`src/rtl/ir_nec_pkg.sv`:
```
// Shared NEC infrared definitions: FSM states, phase lengths in protocol
// units and default timing for a 25 MHz system clock.
package ir_nec_pkg;

    typedef enum logic [2:0] {
        ST_IDLE       = 3'd0,
        ST_LEAD_MARK  = 3'd1,
        ST_LEAD_SPACE = 3'd2,
        ST_BIT_MARK   = 3'd3,
        ST_BIT_SPACE  = 3'd4,
        ST_STOP_MARK  = 3'd5,
        ST_GUARD      = 3'd6
    } ir_state_e;

    // Phase lengths in NEC units (one unit = 562.5 us)
    localparam int LEAD_MARK_U      = 16;
    localparam int LEAD_SPACE_U     = 8;
    localparam int REPEAT_SPACE_U   = 4;
    localparam int BIT_MARK_U       = 1;
    localparam int BIT_ZERO_SPACE_U = 1;
    localparam int BIT_ONE_SPACE_U  = 3;
    localparam int STOP_MARK_U      = 1;
    localparam int FRAME_UNITS      = 192;
    localparam int NEC_BITS         = 32;

    // Defaults for a 25 MHz clock
    localparam int DEF_UNIT_CYCLES  = 14063;
    localparam int DEF_CARRIER_HALF = 329;

    // Length in units of the phase a state represents. Leader space is
    // shorter for repeat frames; bit space length carries the bit value.
    function automatic logic [4:0] phase_units(input ir_state_e s,
                                               input logic      rep,
                                               input logic      bit_val);
        logic [4:0] n;
        case (s)
            ST_LEAD_MARK:  n = 5'(LEAD_MARK_U);
            ST_LEAD_SPACE: n = rep ? 5'(REPEAT_SPACE_U) : 5'(LEAD_SPACE_U);
            ST_BIT_MARK:   n = 5'(BIT_MARK_U);
            ST_BIT_SPACE:  n = bit_val ? 5'(BIT_ONE_SPACE_U) : 5'(BIT_ZERO_SPACE_U);
            ST_STOP_MARK:  n = 5'(STOP_MARK_U);
            default:       n = 5'd1;
        endcase
        return n;
    endfunction

endpackage

```
`src/rtl/ir_encoder_carrier_gen.sv`:
```
// Carrier generator for the IR LED drive. A restart pulse forces the carrier
// high with a fresh phase count so every mark opens with a full high
// half-period; while run is held the carrier toggles every CARRIER_HALF
// clocks; otherwise it is parked low.
module ir_carrier_gen
    import ir_nec_pkg::*;
#(
    parameter int CARRIER_HALF = DEF_CARRIER_HALF
) (
    input  logic clk,
    input  logic rst,
    input  logic restart,
    input  logic run,
    output logic carrier
);

    localparam int CW = (CARRIER_HALF > 1) ? $clog2(CARRIER_HALF) : 1;
    localparam logic [CW-1:0] HALF_LAST = CW'(CARRIER_HALF - 1);

    logic [CW-1:0] r_cnt;
    logic          r_carrier;

    // Half-period counter and carrier level
    always_ff @(posedge clk) begin
        if (rst) begin
            r_cnt     <= '0;
            r_carrier <= 1'b0;
        end else if (restart) begin
            r_cnt     <= '0;
            r_carrier <= 1'b1;
        end else if (run) begin
            if (r_cnt == HALF_LAST) begin
                r_cnt     <= '0;
                r_carrier <= ~r_carrier;
            end else begin
                r_cnt     <= r_cnt + CW'(1);
            end
        end else begin
            r_cnt     <= '0;
            r_carrier <= 1'b0;
        end
    end

    assign carrier = r_carrier;

endmodule

```
`src/rtl/ir_encoder.sv`:
```
// NEC infrared transmitter. Serialises a 32-bit command (LSB first) or a
// repeat frame into the NEC mark/space envelope, padded to a fixed 108 ms
// frame period, and drives an optionally 38 kHz-modulated LED output.
module ir_encoder
    import ir_nec_pkg::*;
#(
    parameter int UNIT_CYCLES  = DEF_UNIT_CYCLES,
    parameter int CARRIER_HALF = DEF_CARRIER_HALF,
    parameter bit MODULATE     = 1'b1
) (
    input  logic        clk,
    input  logic        rst,
    input  logic        enable,
    input  logic        start,
    input  logic        repeat_req,
    input  logic [31:0] command,
    output logic        busy,
    output logic        done,
    output logic        ir_env,
    output logic        ir_rx_level,
    output logic        ir_out
);

    localparam int UW = (UNIT_CYCLES > 1) ? $clog2(UNIT_CYCLES) : 1;
    localparam logic [UW-1:0] UNIT_LAST  = UW'(UNIT_CYCLES - 1);
    localparam logic [7:0]    FRAME_LAST = 8'(FRAME_UNITS - 1);
    localparam logic [5:0]    BITS_LAST  = 6'(NEC_BITS - 1);

    ir_state_e   r_state;
    logic [UW-1:0] r_cyc;      // clock within the current unit
    logic [4:0]  r_ph;         // units elapsed in the current phase
    logic [7:0]  r_frame;      // units elapsed since the first leader cycle
    logic [5:0]  r_bit;        // data bits already sent
    logic [31:0] r_shift;
    logic        r_repeat;
    logic        r_busy;
    logic        r_done;
    logic        r_env;
    logic        r_rx;

    logic        w_unit_end;
    logic        w_phase_end;
    logic [4:0]  w_ph_len;
    logic        w_enter_mark;
    logic        w_carrier_run;
    logic        w_carrier;

    // Phase timing decode and carrier control derived from the FSM state
    always_comb begin
        w_unit_end  = (r_cyc == UNIT_LAST);
        w_ph_len    = phase_units(r_state, r_repeat, r_shift[0]);
        w_phase_end = 1'b0;
        if (r_state == ST_IDLE) begin
            w_phase_end = 1'b0;
        end else if (r_state == ST_GUARD) begin
            // The guard ends on the frame period, not on its own length
            w_phase_end = w_unit_end && (r_frame == FRAME_LAST);
        end else begin
            w_phase_end = w_unit_end && (r_ph == (w_ph_len - 5'd1));
        end

        // A mark is entered on accept and at the end of every space that
        // precedes one (leader space and bit space).
        w_enter_mark = 1'b0;
        if (!enable) begin
            w_enter_mark = 1'b0;
        end else if (r_state == ST_IDLE) begin
            w_enter_mark = start;
        end else if ((r_state == ST_LEAD_SPACE) || (r_state == ST_BIT_SPACE)) begin
            w_enter_mark = w_phase_end;
        end else begin
            w_enter_mark = 1'b0;
        end

        // Keep the carrier running only while the mark continues next cycle
        w_carrier_run = r_env && enable && !w_phase_end;
    end

    // Frame sequencer: state, unit timebase, payload shifter and outputs
    always_ff @(posedge clk) begin
        if (rst) begin
            r_state  <= ST_IDLE;
            r_cyc    <= '0;
            r_ph     <= 5'd0;
            r_frame  <= 8'd0;
            r_bit    <= 6'd0;
            r_shift  <= 32'd0;
            r_repeat <= 1'b0;
            r_busy   <= 1'b0;
            r_done   <= 1'b0;
            r_env    <= 1'b0;
            r_rx     <= 1'b1;
        end else if ((r_state != ST_IDLE) && !enable) begin
            // Abort: drop straight to idle without signalling completion
            r_state  <= ST_IDLE;
            r_cyc    <= '0;
            r_ph     <= 5'd0;
            r_frame  <= 8'd0;
            r_bit    <= 6'd0;
            r_busy   <= 1'b0;
            r_done   <= 1'b0;
            r_env    <= 1'b0;
            r_rx     <= 1'b1;
        end else begin
            r_done <= 1'b0;
            if (r_state != ST_IDLE) begin
                if (w_unit_end) begin
                    r_cyc   <= '0;
                    r_frame <= r_frame + 8'd1;
                end else begin
                    r_cyc   <= r_cyc + UW'(1);
                end
                if (w_phase_end) begin
                    r_ph <= 5'd0;
                end else if (w_unit_end) begin
                    r_ph <= r_ph + 5'd1;
                end
            end

            case (r_state)
                ST_IDLE: begin
                    if (start && enable) begin
                        r_shift  <= command;
                        r_repeat <= repeat_req;
                        r_bit    <= 6'd0;
                        r_cyc    <= '0;
                        r_ph     <= 5'd0;
                        r_frame  <= 8'd0;
                        r_state  <= ST_LEAD_MARK;
                        r_busy   <= 1'b1;
                        r_env    <= 1'b1;
                        r_rx     <= 1'b0;
                    end
                end
                ST_LEAD_MARK: begin
                    if (w_phase_end) begin
                        r_state <= ST_LEAD_SPACE;
                        r_env   <= 1'b0;
                        r_rx    <= 1'b1;
                    end
                end
                ST_LEAD_SPACE: begin
                    if (w_phase_end) begin
                        r_state <= r_repeat ? ST_STOP_MARK : ST_BIT_MARK;
                        r_env   <= 1'b1;
                        r_rx    <= 1'b0;
                    end
                end
                ST_BIT_MARK: begin
                    if (w_phase_end) begin
                        r_state <= ST_BIT_SPACE;
                        r_env   <= 1'b0;
                        r_rx    <= 1'b1;
                    end
                end
                ST_BIT_SPACE: begin
                    if (w_phase_end) begin
                        r_shift <= r_shift >> 1;
                        r_bit   <= r_bit + 6'd1;
                        r_state <= (r_bit == BITS_LAST) ? ST_STOP_MARK : ST_BIT_MARK;
                        r_env   <= 1'b1;
                        r_rx    <= 1'b0;
                    end
                end
                ST_STOP_MARK: begin
                    if (w_phase_end) begin
                        r_state <= ST_GUARD;
                        r_env   <= 1'b0;
                        r_rx    <= 1'b1;
                    end
                end
                ST_GUARD: begin
                    if (w_phase_end) begin
                        r_state <= ST_IDLE;
                        r_cyc   <= '0;
                        r_ph    <= 5'd0;
                        r_frame <= 8'd0;
                        r_bit   <= 6'd0;
                        r_busy  <= 1'b0;
                        r_done  <= 1'b1;
                    end
                end
                default: begin
                    r_state <= ST_IDLE;
                    r_busy  <= 1'b0;
                    r_env   <= 1'b0;
                    r_rx    <= 1'b1;
                end
            endcase
        end
    end

    ir_carrier_gen #(
        .CARRIER_HALF (CARRIER_HALF)
    ) u_carrier (
        .clk     (clk),
        .rst     (rst),
        .restart (w_enter_mark),
        .run     (w_carrier_run),
        .carrier (w_carrier)
    );

    assign busy        = r_busy;
    assign done        = r_done;
    assign ir_env      = r_env;
    assign ir_rx_level = r_rx;
    assign ir_out      = MODULATE ? w_carrier : r_env;

endmodule

```
`config.mk`:
```
export PLATFORM = sky130hd
export DESIGN_NAME = ir_encoder
export DESIGN_NICKNAME = d
export VERILOG_FILES = /design/src/rtl/ir_nec_pkg.sv /design/src/rtl/ir_encoder_carrier_gen.sv /design/src/rtl/ir_encoder.sv
export SDC_FILE = /design/constraint.sdc
export NUM_CORES = 1
export LEC_CHECK = 0
export ABC_AREA = 0
export CORE_MARGIN = 1.5
export CORE_UTILIZATION = 40
export CTS_BUF_LIST = sky130_fd_sc_hd__clkbuf_4 sky130_fd_sc_hd__clkbuf_8 sky130_fd_sc_hd__clkbuf_16
export DETAILED_ROUTE_END_ITERATION = 8
export GPL_ROUTABILITY_DRIVEN = 0
export PLACE_DENSITY = 0.56
export SLEW_MARGIN = 20
export SYNTH_ARGS = -nofsm -noshare
export SYNTH_HDL_FRONTEND = slang
export SYNTH_HIERARCHICAL = 1
export SYNTH_SLANG_ARGS = --single-unit
```
`constraint.sdc`:
```
create_clock -name clk -period 4.1 [get_ports clk]
set_input_delay 0.82 -clock clk [delete_from_list [all_inputs] [get_ports clk]]
set_output_delay 0.82 -clock clk [all_outputs]
set_load 0.01 [all_outputs]
```
==> metrics.md <==
| Metric | Value |
|---|---|
| Grt ovf | `0` |
| Initial antenna violation count | `0` |
| Leak Pwr | `1.94 nW` |
| R2r worst-path depth | `15` |
| Port Buffers | `41` |
| Area grow syn2layout | `18.9%` |
| Vias in the first global route | `3127` |
| WS Path Type | `reg -> reg` |
| Core box area | `10200 um2` |
| Crit Path Max Fanout | `10` |
| Total CTS buffers | `9` |
| Placed wire-length estimate | `6150 um` |
| Fraction of layout instances using a drive strength above 1 | `9.90%` |
| Pwr Density | `505 nW/um2` |
| CP startpoint kind | `flop` |
| Unrepaired setup endpoints after global routing | `false` |
| Worst clock skew | `10.6 ps` |
| Final nets | `555` |
| FF/Latch Area | `1660 um2` |
| Top cell by count, worst path | `nand2_1` |
| Sequential area share after synthesis | `39.7%` |
| First-pass GRT wire length | `14900 um` |
| # IOs | `42` |
| Async set-or-reset flop fraction in the synthesized netlist | `0%` |
| PnR Total Power | `2.51 mW` |
| Row count | `37` |
| Syn Std Cell Area | `4190 um2` |
| Die Wd | `105 um` |
| Switching power | `0.825 mW` |
| Status | `completed` |
| Warnings, synthesis | `6` |
| Count of final setup violators | `0` |
| P_int | `1.69 mW` |
| Flop2flop setup slack | `430 ps` |
| Seq pwr share | `38.2%` |
| Largest net degree at the start of global routing | `64` |
| WHS Path Cells | `1` |
| Top FF cell, synth | `dfxtp_1` |
| Setup crit end kind | `flop` |
| Total of max-cap violations | `0` |
| Worst slack, placed | `458 ps` |
| Critical-path cell list | `nand2_1 -> nand2_1 -> nor2_1 -> nand2_1 -> ha_1 -> nor4b_1 -> a211oi_2 -> xnor2_1 -> nor4_2 -> buf_4 -> a21oi_1 -> o211a_1 -> or3b_1 -> or4_1 -> o311ai_1` |
| Worst min-delay path startpoint | `u_carrier/r_cnt[0]` |
| Diodes inserted | `0` |
| Crit-path slowest cell | `dfxtp_1` |
| Wire length per cell | `13.5 um` |
| Hold_ws | `471 ps` |
| H-tree depth | `3` |
| Critical Path Max Stage Delay | `410 ps` |
| Post-CTS Setup Bufs | `0` |
| Syn Area/Cell | `8.82 um2` |
| Worst Hold Class | `reg -> reg` |
| Via count | `3430` |
| Most frequent cells in the layout | `dfxtp_1 (83), nor2_1 (82), clkdlybuf4s50_1 (40)` |
| Clk_lat worst skew | `370 ps` |
| Syn nets | `520` |
| F_max | `0.272 GHz` |
| Resize count post-CTS | `0` |
| Syn Inst Count | `475` |
| Fillers | `981` |
| Number of synthesized register bits | `83` |
| CTS Sinks | `83` |
| Drt first pass iters | `4` |
| CP required | `4380 ps` |
| Top-area cell type share of the netlist area | `39.7%` |
| Total GRT Usage | `16.8%` |
| Synth unique cells | `57` |
| Reg2reg start | `r_state[2]` |
| Rel. slew slack | `40.1%` |
| RR Endpoint | `u_carrier/carrier` |
| Hold Crit Endpoint | `u_carrier/r_cnt[0]` |
| Root Buffer | `clkbuf_8` |
| Multi-input gate area | `2370 um2` |
| Fin crit period | `3670 ps` |
| Via density | `5.27` |
| Final Hold Viols | `0` |
| Most common cell after layout, fill and taps aside | `dfxtp_1` |
| Clock-pin slew on the worst setup and hold paths | `80 ps` |
| Worst-Margin Slew | `898 ps` |
| Hold-fix buffers, CTS | `0` |
| Starting Density | `41.0%` |
| Setup WS post-layout | `429 ps` |
| Die Span Y | `105 um` |
| Top cells by area, synth | `dfxtp_1 (40%), mux2i_1 (7.6%), nor2_1 (7.3%), a211oi_2 (5.1%), xor2_1 (4.8%)` |
| DRC | `0` |
| Peak supply drop | `0.267 mV` |
| Max-slew violations | `0` |
| CP arrival | `3950 ps` |
| Switching fraction of total power | `32.8%` |
| Setup TNS | `0 ps` |
| Period utilization | `89.5%` |
| DRT iter0 DRCs | `196` |
| Comb power frac | `31.0%` |
| Drt total wl | `8760 um` |
| Yosys top cell by area | `dfxtp_1` |
| Max clock buf depth | `2` |
| Full die area | `11100 um2` |
| ANT nets after route | `0` |
| CTS tree | `yes` |
| Clk network pwr share | `30.8%` |
| Post-synth EDFFs | `0` |
==> worst max-delay path by stage <==
stage | startpoint | to
CTS | r_state[2] | u_carrier/carrier
finish | r_state[2] | u_carrier/carrier
detailed placement | r_state[2] | u_carrier/carrier
floorplan | r_state[2] | u_carrier/carrier
global placement | r_state[2] | u_carrier/carrier
global route | r_state[2] | u_carrier/carrier
==> cells by family (layout without fill, tap and decap cells) <==
logic type | count (synthesis) | count (layout) | synth area share, %
AO/OA/AOI/OAI | 94 | 94 | 17.6
XOR/XNOR | 33 | 33 | 6.90
adder cells (fa/ha/maj) | 8 | 8 | 2.39
buffers and inverters | 35 | 75 | 3.73
flip-flops | 83 | 83 | 39.7
multiplexers | 32 | 32 | 7.64
AND/OR/NAND/NOR | 190 | 190 | 22.0
==> layer usage <==
| layer | track usage [%] | vias up | routed length, um |
|---|---|---|---|
| met2 | 26.1 | 78 | 3910 |
| li1 | - | 1770 | - |
| met1 | 21.3 | 1568 | 4220 |
| met3 | 6.62 | 14 | 480 |
| met4 | 5.38 | 0 | 144 |
| met5 | 0 | - | 0 |
==> power groups by stage <==
stage / Clock, mW / Sequential [mW] / Combinational (mW)
CTS: 0.801 / 0.960 / 0.779
global placement: 0 / 0.978 / 0.760
finish: 0.775 / 0.960 / 0.779
global route: 0.830 / 0.972 / 0.865
detailed placement: 0 / 0.978 / 0.775
floorplan: 0 / 0.967 / 0.578
==> sequential cells by signal, indices dropped and copies added (netlist names) <==
register / count
busy: 1
done: 1
ir_env: 1
ir_rx_level: 1
r_bit: 6
r_cyc: 14
r_frame: 8
r_ph: 5
r_repeat: 1
r_shift: 32
r_state: 3
u_carrier/carrier: 1
u_carrier/r_cnt: 9
==> worst max-delay path: cells and delay by family, from the launching register on <==
family	cells	cell delay (ps)
AOI/OAI and AO/OA	4	740
xor gates and xnor gates	1	210
adders and majority gates	1	240
buffers and inverters	1	170
DFF	1	410
and+or+nand+nor	8	1810
==> synth_stat cells, drive strengths merged (2+ instances only) <==
master / instances
o21ai: 16
a211oi: 34
o211a: 2
and2: 3
a21oi: 22
nand3b: 2
nor3b: 3
xnor2: 10
or4: 3
nand4: 10
o31ai: 3
nor4: 2
o211ai: 3
nor3: 7
nand2: 32
a211o: 2
or3: 8
or2: 2
xor2: 23
ha: 8
nand3: 19
mux2i: 32
o31a: 2
nor2: 82
a21o: 2
clkbuf: 16
inv: 11
nand2b: 3
a2111o: 2
o2111ai: 2
dfxtp: 83
buf: 8
nand4bb: 2
and3: 5
==> layout make-up <==
cell class,instances,share of cell area [%]
sequential,83,33.3
inverter,11,0.829
multi-input combinational,357,47.7
tap,136,3.42
clock buffer,11,2.79
clock inverter,5,2.51
timing repair buffer,48,9.44
==> per-stage QoR <==
step / util (%) / instance area [um2] / std cells
2_1_floorplan: - / 4190 / 475
3_5_place_dp: 46.1 / 4720 / 635
3_3_place_gp: 46.1 / 4720 / 635
5_1_grt: 48.7 / 4980 / 651
6_report: 48.7 / 4980 / 651
4_1_cts: 48.7 / 4980 / 651
Note: power is estimated with default switching activity, not from simulation.
